$ cat src/rtl/const_load_sequencer_pkg.sv
// Shared definitions for the constant-load sequencer.
//   seqState_t : FSM encoding (IDLE, MOVZ, MOVK)
//   movOpc     : opcode slice placed in ExtInstr[25:23]
//   xzrIdx     : zero-register index; writes to it are suppressed
//   firstHw()  : index of the lowest nonzero halfword (0 when the value is 0)
package const_seq_pkg;

  typedef enum logic [1:0] {
    IDLE = 2'd0,
    MOVZ = 2'd1,
    MOVK = 2'd2
  } seqState_t;

  localparam logic [2:0] movOpc = 3'b101;
  localparam logic [4:0] xzrIdx = 5'd31;

  function automatic logic [1:0] firstHw(input logic [63:0] value);
    logic [1:0] res;
    res = 2'd0;
    // Descending scan so the lowest nonzero halfword is the one that sticks.
    for (int i = 3; i >= 0; i--) begin
      if (value[16*i +: 16] != 16'd0) res = 2'(i);
    end
    return res;
  endfunction

endpackage

$ cat src/rtl/const_load_sequencer_if.sv
// Bus bundle between the sequencer and its environment.
//   Request side  : ReqValid/ReqReady handshake, ReqRd, ReqValue
//   Control       : Stall, Flush
//   Imm generator : ExtInstr, ExtIsMovZ out; ExtIn back (same cycle)
//   Register file : RegWrite, RegWrAddr, RegWrData
//   Status        : Busy, Done
// The sequencer uses the slave modport; the environment uses master.
interface const_load_sequencer_if;
  logic        ReqValid;
  logic        ReqReady;
  logic [4:0]  ReqRd;
  logic [63:0] ReqValue;
  logic        Stall;
  logic        Flush;
  logic [25:0] ExtInstr;
  logic        ExtIsMovZ;
  logic [63:0] ExtIn;
  logic        RegWrite;
  logic [4:0]  RegWrAddr;
  logic [63:0] RegWrData;
  logic        Busy;
  logic        Done;

  modport master (
    output ReqValid, ReqRd, ReqValue, Stall, Flush, ExtIn,
    input  ReqReady, ExtInstr, ExtIsMovZ, RegWrite, RegWrAddr, RegWrData,
           Busy, Done
  );

  modport slave (
    input  ReqValid, ReqRd, ReqValue, Stall, Flush, ExtIn,
    output ReqReady, ExtInstr, ExtIsMovZ, RegWrite, RegWrAddr, RegWrData,
           Busy, Done
  );
endinterface

$ cat src/rtl/const_load_sequencer_hw_scan.sv
// hw_scan: combinational search for the next nonzero halfword strictly above
// the current one.
//   value     : latched 64-bit constant
//   hw        : current halfword index
//   nextHw    : lowest nonzero halfword index above hw (hw when none)
//   nextValid : 1 when such a halfword exists
module hw_scan (
  input  logic [63:0] value,
  input  logic [1:0]  hw,
  output logic [1:0]  nextHw,
  output logic        nextValid
);

  always_comb begin
    nextHw    = hw;
    nextValid = 1'b0;
    for (int i = 3; i >= 1; i--) begin
      if (2'(i) > hw && value[16*i +: 16] != 16'd0) begin
        nextHw    = 2'(i);
        nextValid = 1'b1;
      end
    end
  end

endmodule

$ cat src/rtl/const_load_sequencer.sv
// const_load_sequencer: materialises a 64-bit constant into a register as one
// MOVZ followed by up to three MOVK steps, skipping zero halfwords.
//   CLK   : rising-edge clock
//   Reset : synchronous active-high reset
//   bus   : request handshake, stall/flush, immediate-generator link,
//           register-file write port and Busy/Done status
module const_load_sequencer
  import const_seq_pkg::*;
(
  input  logic                   CLK,
  input  logic                   Reset,
  const_load_sequencer_if.slave  bus
);

  seqState_t   state;
  seqState_t   nextState;
  logic [1:0]  hw;
  logic [4:0]  rd;
  logic [63:0] value;
  logic [63:0] acc;
  logic [1:0]  nextHw;
  logic        nextValid;
  logic        active;
  logic        advance;
  logic        accept;

  hw_scan uScan (
    .value     (value),
    .hw        (hw),
    .nextHw    (nextHw),
    .nextValid (nextValid)
  );

  // Reset forces every output to its idle value in the reset cycle itself,
  // which also suppresses a write that would otherwise land there.
  assign active  = (state != IDLE) && !Reset;
  assign advance = active && !bus.Stall && !bus.Flush;
  assign accept  = (state == IDLE) && bus.ReqValid;

  assign bus.ReqReady  = (state == IDLE) || Reset;
  assign bus.Busy      = active;
  assign bus.ExtIsMovZ = active;
  assign bus.ExtInstr  = active ? {movOpc, hw, value[{hw, 4'b0000} +: 16], rd} : 26'd0;
  assign bus.RegWrData = !active          ? 64'd0 :
                         (state == MOVZ)  ? bus.ExtIn :
                                            (acc | bus.ExtIn);
  assign bus.RegWrAddr = active ? rd : 5'd0;
  assign bus.RegWrite  = advance && (rd != xzrIdx);
  assign bus.Done      = advance && !nextValid;

  always_comb begin
    nextState = state;
    case (state)
      IDLE: begin
        if (bus.ReqValid) nextState = MOVZ;
      end
      MOVZ, MOVK: begin
        // Flush outranks Stall.
        if (bus.Flush)       nextState = IDLE;
        else if (!bus.Stall) nextState = nextValid ? MOVK : IDLE;
      end
      default: nextState = IDLE;
    endcase
  end

  always_ff @(posedge CLK) begin
    if (Reset) state <= IDLE;
    else       state <= nextState;
  end

  always_ff @(posedge CLK) begin
    if (Reset) begin
      hw    <= 2'd0;
      rd    <= 5'd0;
      value <= 64'd0;
      acc   <= 64'd0;
    end else if (accept) begin
      value <= bus.ReqValue;
      rd    <= bus.ReqRd;
      hw    <= firstHw(bus.ReqValue);
      acc   <= 64'd0;
    end else if (advance) begin
      acc <= bus.RegWrData;
      if (nextValid) hw <= nextHw;
    end
  end

endmodule

$ cat src/flat_wrapper.sv
// flat-port wrapper written by rule: the top's interface ports become plain ports
module const_load_sequencer_flat import const_seq_pkg::*;
  (CLK, Reset, bus_ReqValid, bus_ReqRd, bus_ReqValue, bus_Stall, bus_Flush, bus_ExtIn, bus_ReqReady, bus_ExtInstr, bus_ExtIsMovZ, bus_RegWrite, bus_RegWrAddr, bus_RegWrData, bus_Busy, bus_Done);
  const_load_sequencer_if bus_i ();
  input  logic CLK;
  input  logic Reset;
  input wire logic [$bits(bus_i.ReqValid)-1:0] bus_ReqValid;
  input wire logic [$bits(bus_i.ReqRd)-1:0] bus_ReqRd;
  input wire logic [$bits(bus_i.ReqValue)-1:0] bus_ReqValue;
  input wire logic [$bits(bus_i.Stall)-1:0] bus_Stall;
  input wire logic [$bits(bus_i.Flush)-1:0] bus_Flush;
  input wire logic [$bits(bus_i.ExtIn)-1:0] bus_ExtIn;
  output wire logic [$bits(bus_i.ReqReady)-1:0] bus_ReqReady;
  output wire logic [$bits(bus_i.ExtInstr)-1:0] bus_ExtInstr;
  output wire logic [$bits(bus_i.ExtIsMovZ)-1:0] bus_ExtIsMovZ;
  output wire logic [$bits(bus_i.RegWrite)-1:0] bus_RegWrite;
  output wire logic [$bits(bus_i.RegWrAddr)-1:0] bus_RegWrAddr;
  output wire logic [$bits(bus_i.RegWrData)-1:0] bus_RegWrData;
  output wire logic [$bits(bus_i.Busy)-1:0] bus_Busy;
  output wire logic [$bits(bus_i.Done)-1:0] bus_Done;
  assign bus_i.ReqValid = bus_ReqValid;
  assign bus_i.ReqRd = bus_ReqRd;
  assign bus_i.ReqValue = bus_ReqValue;
  assign bus_i.Stall = bus_Stall;
  assign bus_i.Flush = bus_Flush;
  assign bus_i.ExtIn = bus_ExtIn;
  assign bus_ReqReady = bus_i.ReqReady;
  assign bus_ExtInstr = bus_i.ExtInstr;
  assign bus_ExtIsMovZ = bus_i.ExtIsMovZ;
  assign bus_RegWrite = bus_i.RegWrite;
  assign bus_RegWrAddr = bus_i.RegWrAddr;
  assign bus_RegWrData = bus_i.RegWrData;
  assign bus_Busy = bus_i.Busy;
  assign bus_Done = bus_i.Done;
  const_load_sequencer u_core (.CLK(CLK), .Reset(Reset), .bus(bus_i));
endmodule
$ cat config.mk
export PLATFORM = sky130hd
export DESIGN_NAME = const_load_sequencer_flat
export DESIGN_NICKNAME = d
export VERILOG_FILES = /design/src/rtl/const_load_sequencer_pkg.sv /design/src/rtl/const_load_sequencer_if.sv /design/src/rtl/const_load_sequencer_hw_scan.sv /design/src/rtl/const_load_sequencer.sv /design/src/flat_wrapper.sv
export SDC_FILE = /design/constraint.sdc
export NUM_CORES = 1
export LEC_CHECK = 0
export ABC_AREA = 1
export BUFFER_PORTS_ARGS = -buffer_cell sky130_fd_sc_hd__buf_4
export CORE_MARGIN = 2
export CORE_UTILIZATION = 47
export CTS_BUF_LIST = sky130_fd_sc_hd__clkbuf_4 sky130_fd_sc_hd__clkbuf_8
export DETAILED_ROUTE_END_ITERATION = 8
export MAX_ROUTING_LAYER = met4
export PLACE_DENSITY = 0.81
export SETUP_SLACK_MARGIN = 0.5
export SYNTH_ARGS = -nofsm -noshare
export SYNTH_HDL_FRONTEND = slang
export SYNTH_SLANG_ARGS = --single-unit
$ cat constraint.sdc
create_clock -name CLK -period 1.7 [get_ports CLK]
set_input_delay 0.34 -clock CLK [delete_from_list [all_inputs] [get_ports CLK]]
set_output_delay 0.34 -clock CLK [all_outputs]
set_load 0.005 [all_outputs]
; ---- Word level (Yosys, flattened, before mapping)
; Index checks and enable logic that the tools add are counted.
[totals]
regBits = 137
out_inout_bits = 100
wordCells = 67
[op_classes]
order_cmp = 3
eq_ne = 5
shift = 1
n_mux = 22
bitwise_logic = 1
reduce_logical = 30
[op_table]
columns = op, count
row1 = 64-bit 2-to-1 mux, 2
row2 = 16-bit nonzero test, 7
row3 = 64-bit OR, 1
row4 = 64-bit by 7-bit indexed part select with 16-bit output, 1
row5 = 2-bit 2-to-1 mux, 14
row6 = 26-bit 2-to-1 mux, 1
row7 = 1-bit logical AND, 9
row8 = 2-bit nonzero test, 3
row9 = 5-bit 2-to-1 mux, 1
row10 = "5-bit != test, second input constant", 1
row11 = "2-bit > comparator, first input constant", 2
row12 = 1-bit zero test, 4
row13 = 2-bit case mux with 2 select lines, 1
row14 = 4-bit nonzero test, 1
row15 = 2-bit OR reduction, 2
row16 = 1-bit 2-to-1 mux, 3
row17 = "3-bit != test, second input constant", 1
row18 = 3-bit AND reduction, 1
row19 = "2-bit by 1-bit equality test with 1-bit output, second input constant", 1
row20 = "2-bit equality test, second input constant", 1
row21 = "1-bit by 2-bit > comparator with 1-bit output, first input constant", 1
row22 = 2-bit zero test, 1
row23 = "2-bit != test, second input constant", 1
row24 = 2-bit AND reduction, 1
row25 = 1-bit logical OR, 1

; ---- Longest topological paths before layout
[logic_depth]
word_depth = 9
mapped_depth = 11

; ---- By module
; A second synthesis with hierarchy kept.
[unflattened]
hier_cells = 1013
hier_area_um2 = 6593.8
[modules_own_cells]
columns = mod, n_inst, cells_per_inst, area_each_um2
row1 = const_load_sequencer, 1, 955, 6372.4
row2 = hw_scan, 1, 58, 221.5

; ---- Worst setup path before layout
; Ideal clock, no wire load.
[synth_path]
kind = reg2out
start = reg u_core.state[0]
end = out bus_RegWrAddr[0]
arrival_time_ns = 1.472
slack_ns = -0.112
stages_incl_launch_ff = 8
cell_sequence = dfxtp_1 inv_1 ha_1 nor2_2 inv_2 buf_1 nor2_1 buf_4
[synth_via]
elab_chain_cells = 3
[synth_rtl]
columns = item, line
row1 = from (decl), const_load_sequencer.sv:15  ; seqState_t state;
row2 = from (signal assigned), const_load_sequencer.sv:68  ; else state <= nextState;
row3 = 2-bit nonzero test, const_load_sequencer.sv:36  ; assign active = (state != IDLE) && !Reset;
row4 = 1-bit logical AND, const_load_sequencer.sv:36
row5 = net bus_Busy, flat_wrapper.sv:19  ; output wire logic [$bits(bus_i.Busy)-1:0] bus_Busy;
row6 = 5-bit 2-to-1 mux, const_load_sequencer.sv:47  ; assign bus.RegWrAddr = active ? rd : 5'd0;
row7 = to (decl), flat_wrapper.sv:17  ; output wire logic [$bits(bus_i.RegWrAddr)-1:0] bus_RegWrAddr;
; The timed path passes the listed nets, and every way through them passes these cells.

; ---- Final worst setup path
[layout_path]
start = reg u_core.state[1]
end = out bus_RegWrData[38]
[layout_via]
elab_chain_cells = 3
[layout_rtl]
columns = item, line
row1 = 2-bit by 1-bit equality test with 1-bit output or 2-bit nonzero test (tied branches), "const_load_sequencer.sv:45, const_load_sequencer.sv:36"
row2 = 64-bit 2-to-1 mux or 1-bit logical AND (tied branches), "const_load_sequencer.sv:45, const_load_sequencer.sv:36"
row3 = 64-bit 2-to-1 mux *, const_load_sequencer.sv:44  ; assign bus.RegWrData = !active ? 64'd0 :
row4 = to (decl), flat_wrapper.sv:18  ; output wire logic [$bits(bus_i.RegWrData)-1:0] bus_RegWrData;
; Mark *: on every way between the ends. The rest lies on a longest branch, timed or not.

==> flow_summary_export.csv <==
group,metric,value,unit
floorplan,die_h,123,um
critical_path,cp.arrival,2.03,ns
floorplan,initial_utilization,0.479,
clock_tree,cts_tree,"built",
route,route.vias.total,7931,
synthesis,yosys_warnings,0,
place,place_area,9320,um^2
synthesis,async_reset_ff_frac,0,
clock_tree,cts.htree.levels,4,
place,preCtsSetupSlack,0.00244,ns
timing,finalSetupTns,-39.82,ns
synthesis,synthFlopType,"dfxtp_1",
clock_tree,path_clk_slew,0.08,ns
timing,setup_viol,152,
route,wirelength,27000,um
run_status,violations,"setup timing",
synthesis,synth.top_cells.by_count,"226 x nor2_1, 156 x a21oi_1, 137 x dfxtp_1, 100 x o21ai_0, 67 x inv_1",
global_routing,grt_max_degree,66,
run_status,outcome,"finished, violations left",
layout,stdcell_area,11000,um^2
global_routing,met1_usage,0.350,
global_routing,grt_pass1_vias,7085,
synthesis,synth_edf_count,0,
layout,diodes,0,
route,drtIter0Drc,642,
clock_tree,cts.sinks,137,
layout,final_cells,1387,
critical_path,cp.required,1.36,ns
hold_path,hold_path.class,"in2reg",
global_routing,grt_remaining_overflow,0,
synthesis,yosysSeqAreaShare,0.414,
route,wl_per_cell,19.5,um
clock_tree,clock_path_buffers,2,
floorplan,rows,43,
floorplan,io_pins,238,
route,firstDrtPassIters,5,
global_routing,met3_usage,0.0678,
timing,whs,0.0919,ns
global_routing,grt_pass1_wl,35200,um
synthesis,synth_seq_cells,137,
layout,drive_gt1_frac,0.479,
timing,drv_slew,0,
global_routing,grt_usage,0.312,
critical_path,startpoint_type,"flip-flop",
global_routing,top_usage_layer,"met2",
timing,setup_ws,-0.673,ns
place,io_buffers,236,
synthesis,syn_inst,909,
layout,nNetsFinal,1335,
flow_run,drv_cap,0,
pwr,totalPowerFinal,10.0,mW
synthesis,synth_area_per_cell,7.29,um^2
timing,hold_violations,0,
timing,rsz0062_at_grt,"true",
layout,fin_util,0.794,
global_routing,groute.layer.met2.usage,0.533,
timing,min_period_over_period,1.40,
pwr,power.leakage,4.63,nW
route,drc,0,
synthesis,synthesis.area,6630,um^2
timing,timing.slew.headroom,0.532,
route,post_drt_via_cell_ratio,5.72,
critical_path,end_kind,"primary output",
timing,period_minus_slack,2.37,ns
synthesis,synth.most_common_cell,"nor2_1",
synthesis,synthesis.nets,1050,
clock_tree,root_buffer,"clkbuf_8",
pwr,p_per_area,913,nW/um^2
synthesis,synth_cell_types,26,
place,place_hpwl,14600,um
floorplan,die-area,15100,um^2
global_routing,antenna_found_initial,0,
synthesis,yosys.area.top_type_share,0.414,
synthesis,synthTopCellsByArea,"dfxtp_1 41%, nor2_1 13%, a21oi_1 12%",
timing,max_freq,421,MHz
synthesis,synth.largest_area_cell,"dfxtp_1",
floorplan,dieWidth,123,um
critical_path,worstSetupPathType,"reg2out",
route,ant_nets,0,
clock_tree,worstSkewPairLatency,0.46,ns
timing,tightest_slew,0.703,ns
layout,area_growth,65.6,%
pwr,worst_ir_drop_vdd,0.000537,V
clock_tree,ctsHoldBuffers,0,
floorplan,coreArea,13800,um^2
clock_tree,cts_buffers,17,
place,place.gp.congestion,0.901,
place,place_inst,1326,
critical_path,cp_max_fo,9,
timing,fin_skew,0.0103,ns
logic make-up (layout without fill, tap and decap cells):
kind of cell               after synthesis  in the layout  share of synthesized area
and+or+nand+nor                        300            300                      0.180
adders and majority gates                3              3                    0.00566
DFF                                    137            137                      0.414
other                                    1              1                   0.000566
AOI/OAI and AO/OA                      324            324                      0.305
buffers and inverters                  144            442                     0.0946
registers in the layout (all words and copies together), names as in the netlist:
| signal | count |
|---|---|
| u_core.acc | 64 |
| u_core.value | 64 |
| u_core.rd | 5 |
| u_core.hw | 2 |
| u_core.state | 2 |
path summary, 6_finish.rpt:
check / startpoint / end / slack (ns) / cells past startpoint
setup / recovery: u_core.state[1] / bus_RegWrData[38] / -0.67 / 7
hold / removal: Reset / u_core.state[0] / 0.09 / 2
setup reg to reg: u_core.state[0] / u_core.acc[38] / -0.13 / 10
hold reg to reg: u_core.value[12] / u_core.value[12] / 0.49 / 2
critical path, stage by stage, from the launching register on:
cell     delay [ns]
dfxtp_2        0.34
inv_4          0.07
ha_4           0.16
inv_8          0.07
buf_16         0.15
a21oi_1        0.55
nor2_2         0.06
buf_4          0.16
placed cells by master (no fill, tap or decap), types with 8 or more instances in the layout:
cell type and n:
inv_1 64, dfxtp_1 133, clkbuf_16 8, a211oi_2 46, a21oi_1 83, o21ai_1 8
nor2_4 32, nand3_1 13, buf_12 16, nand2_1 47, nor2_1 165, o21ai_0 85
buf_16 9, nor2_2 32, a22oi_1 15, a21oi_4 29, clkbuf_8 20, a21oi_2 44
buf_4 296
power breakdown:
group	total (mW)	leakage [nW]	internal, mW	switching [mW]
combinational	3.26	3.29	1.51	1.75
sequential	3.73	1.12	3.49	0.241
clock	3.03	0.221	1.71	1.32
total	10.0	4.63	6.70	3.31
per-layer routing:
layer | share of wire | vias up
li1 | - | 3617
met2 | 0.50 | 523
met5 | 0 | -
met4 | 0.047 | 0
met3 | 0.10 | 142
met1 | 0.36 | 3649
area by class of cell:
cell class              instances  area [um^2]
clock buffers                  20          275
clock inverters                12          171
fillers                       848         2850
inverters                      72          298
multi-input cells             628         4140
flip-flops and latches        137         2750
well taps                     180          225
repair buffers                338         3120
what timing repair did:
item                       4_1_cts  5_1_grt
pin swaps                        7        5
cloned                           6        8
resized for setup              110       63
setup endpoints to repair      236      236
buffers inserted                 9        6
(Power assumes the default switching activity.)
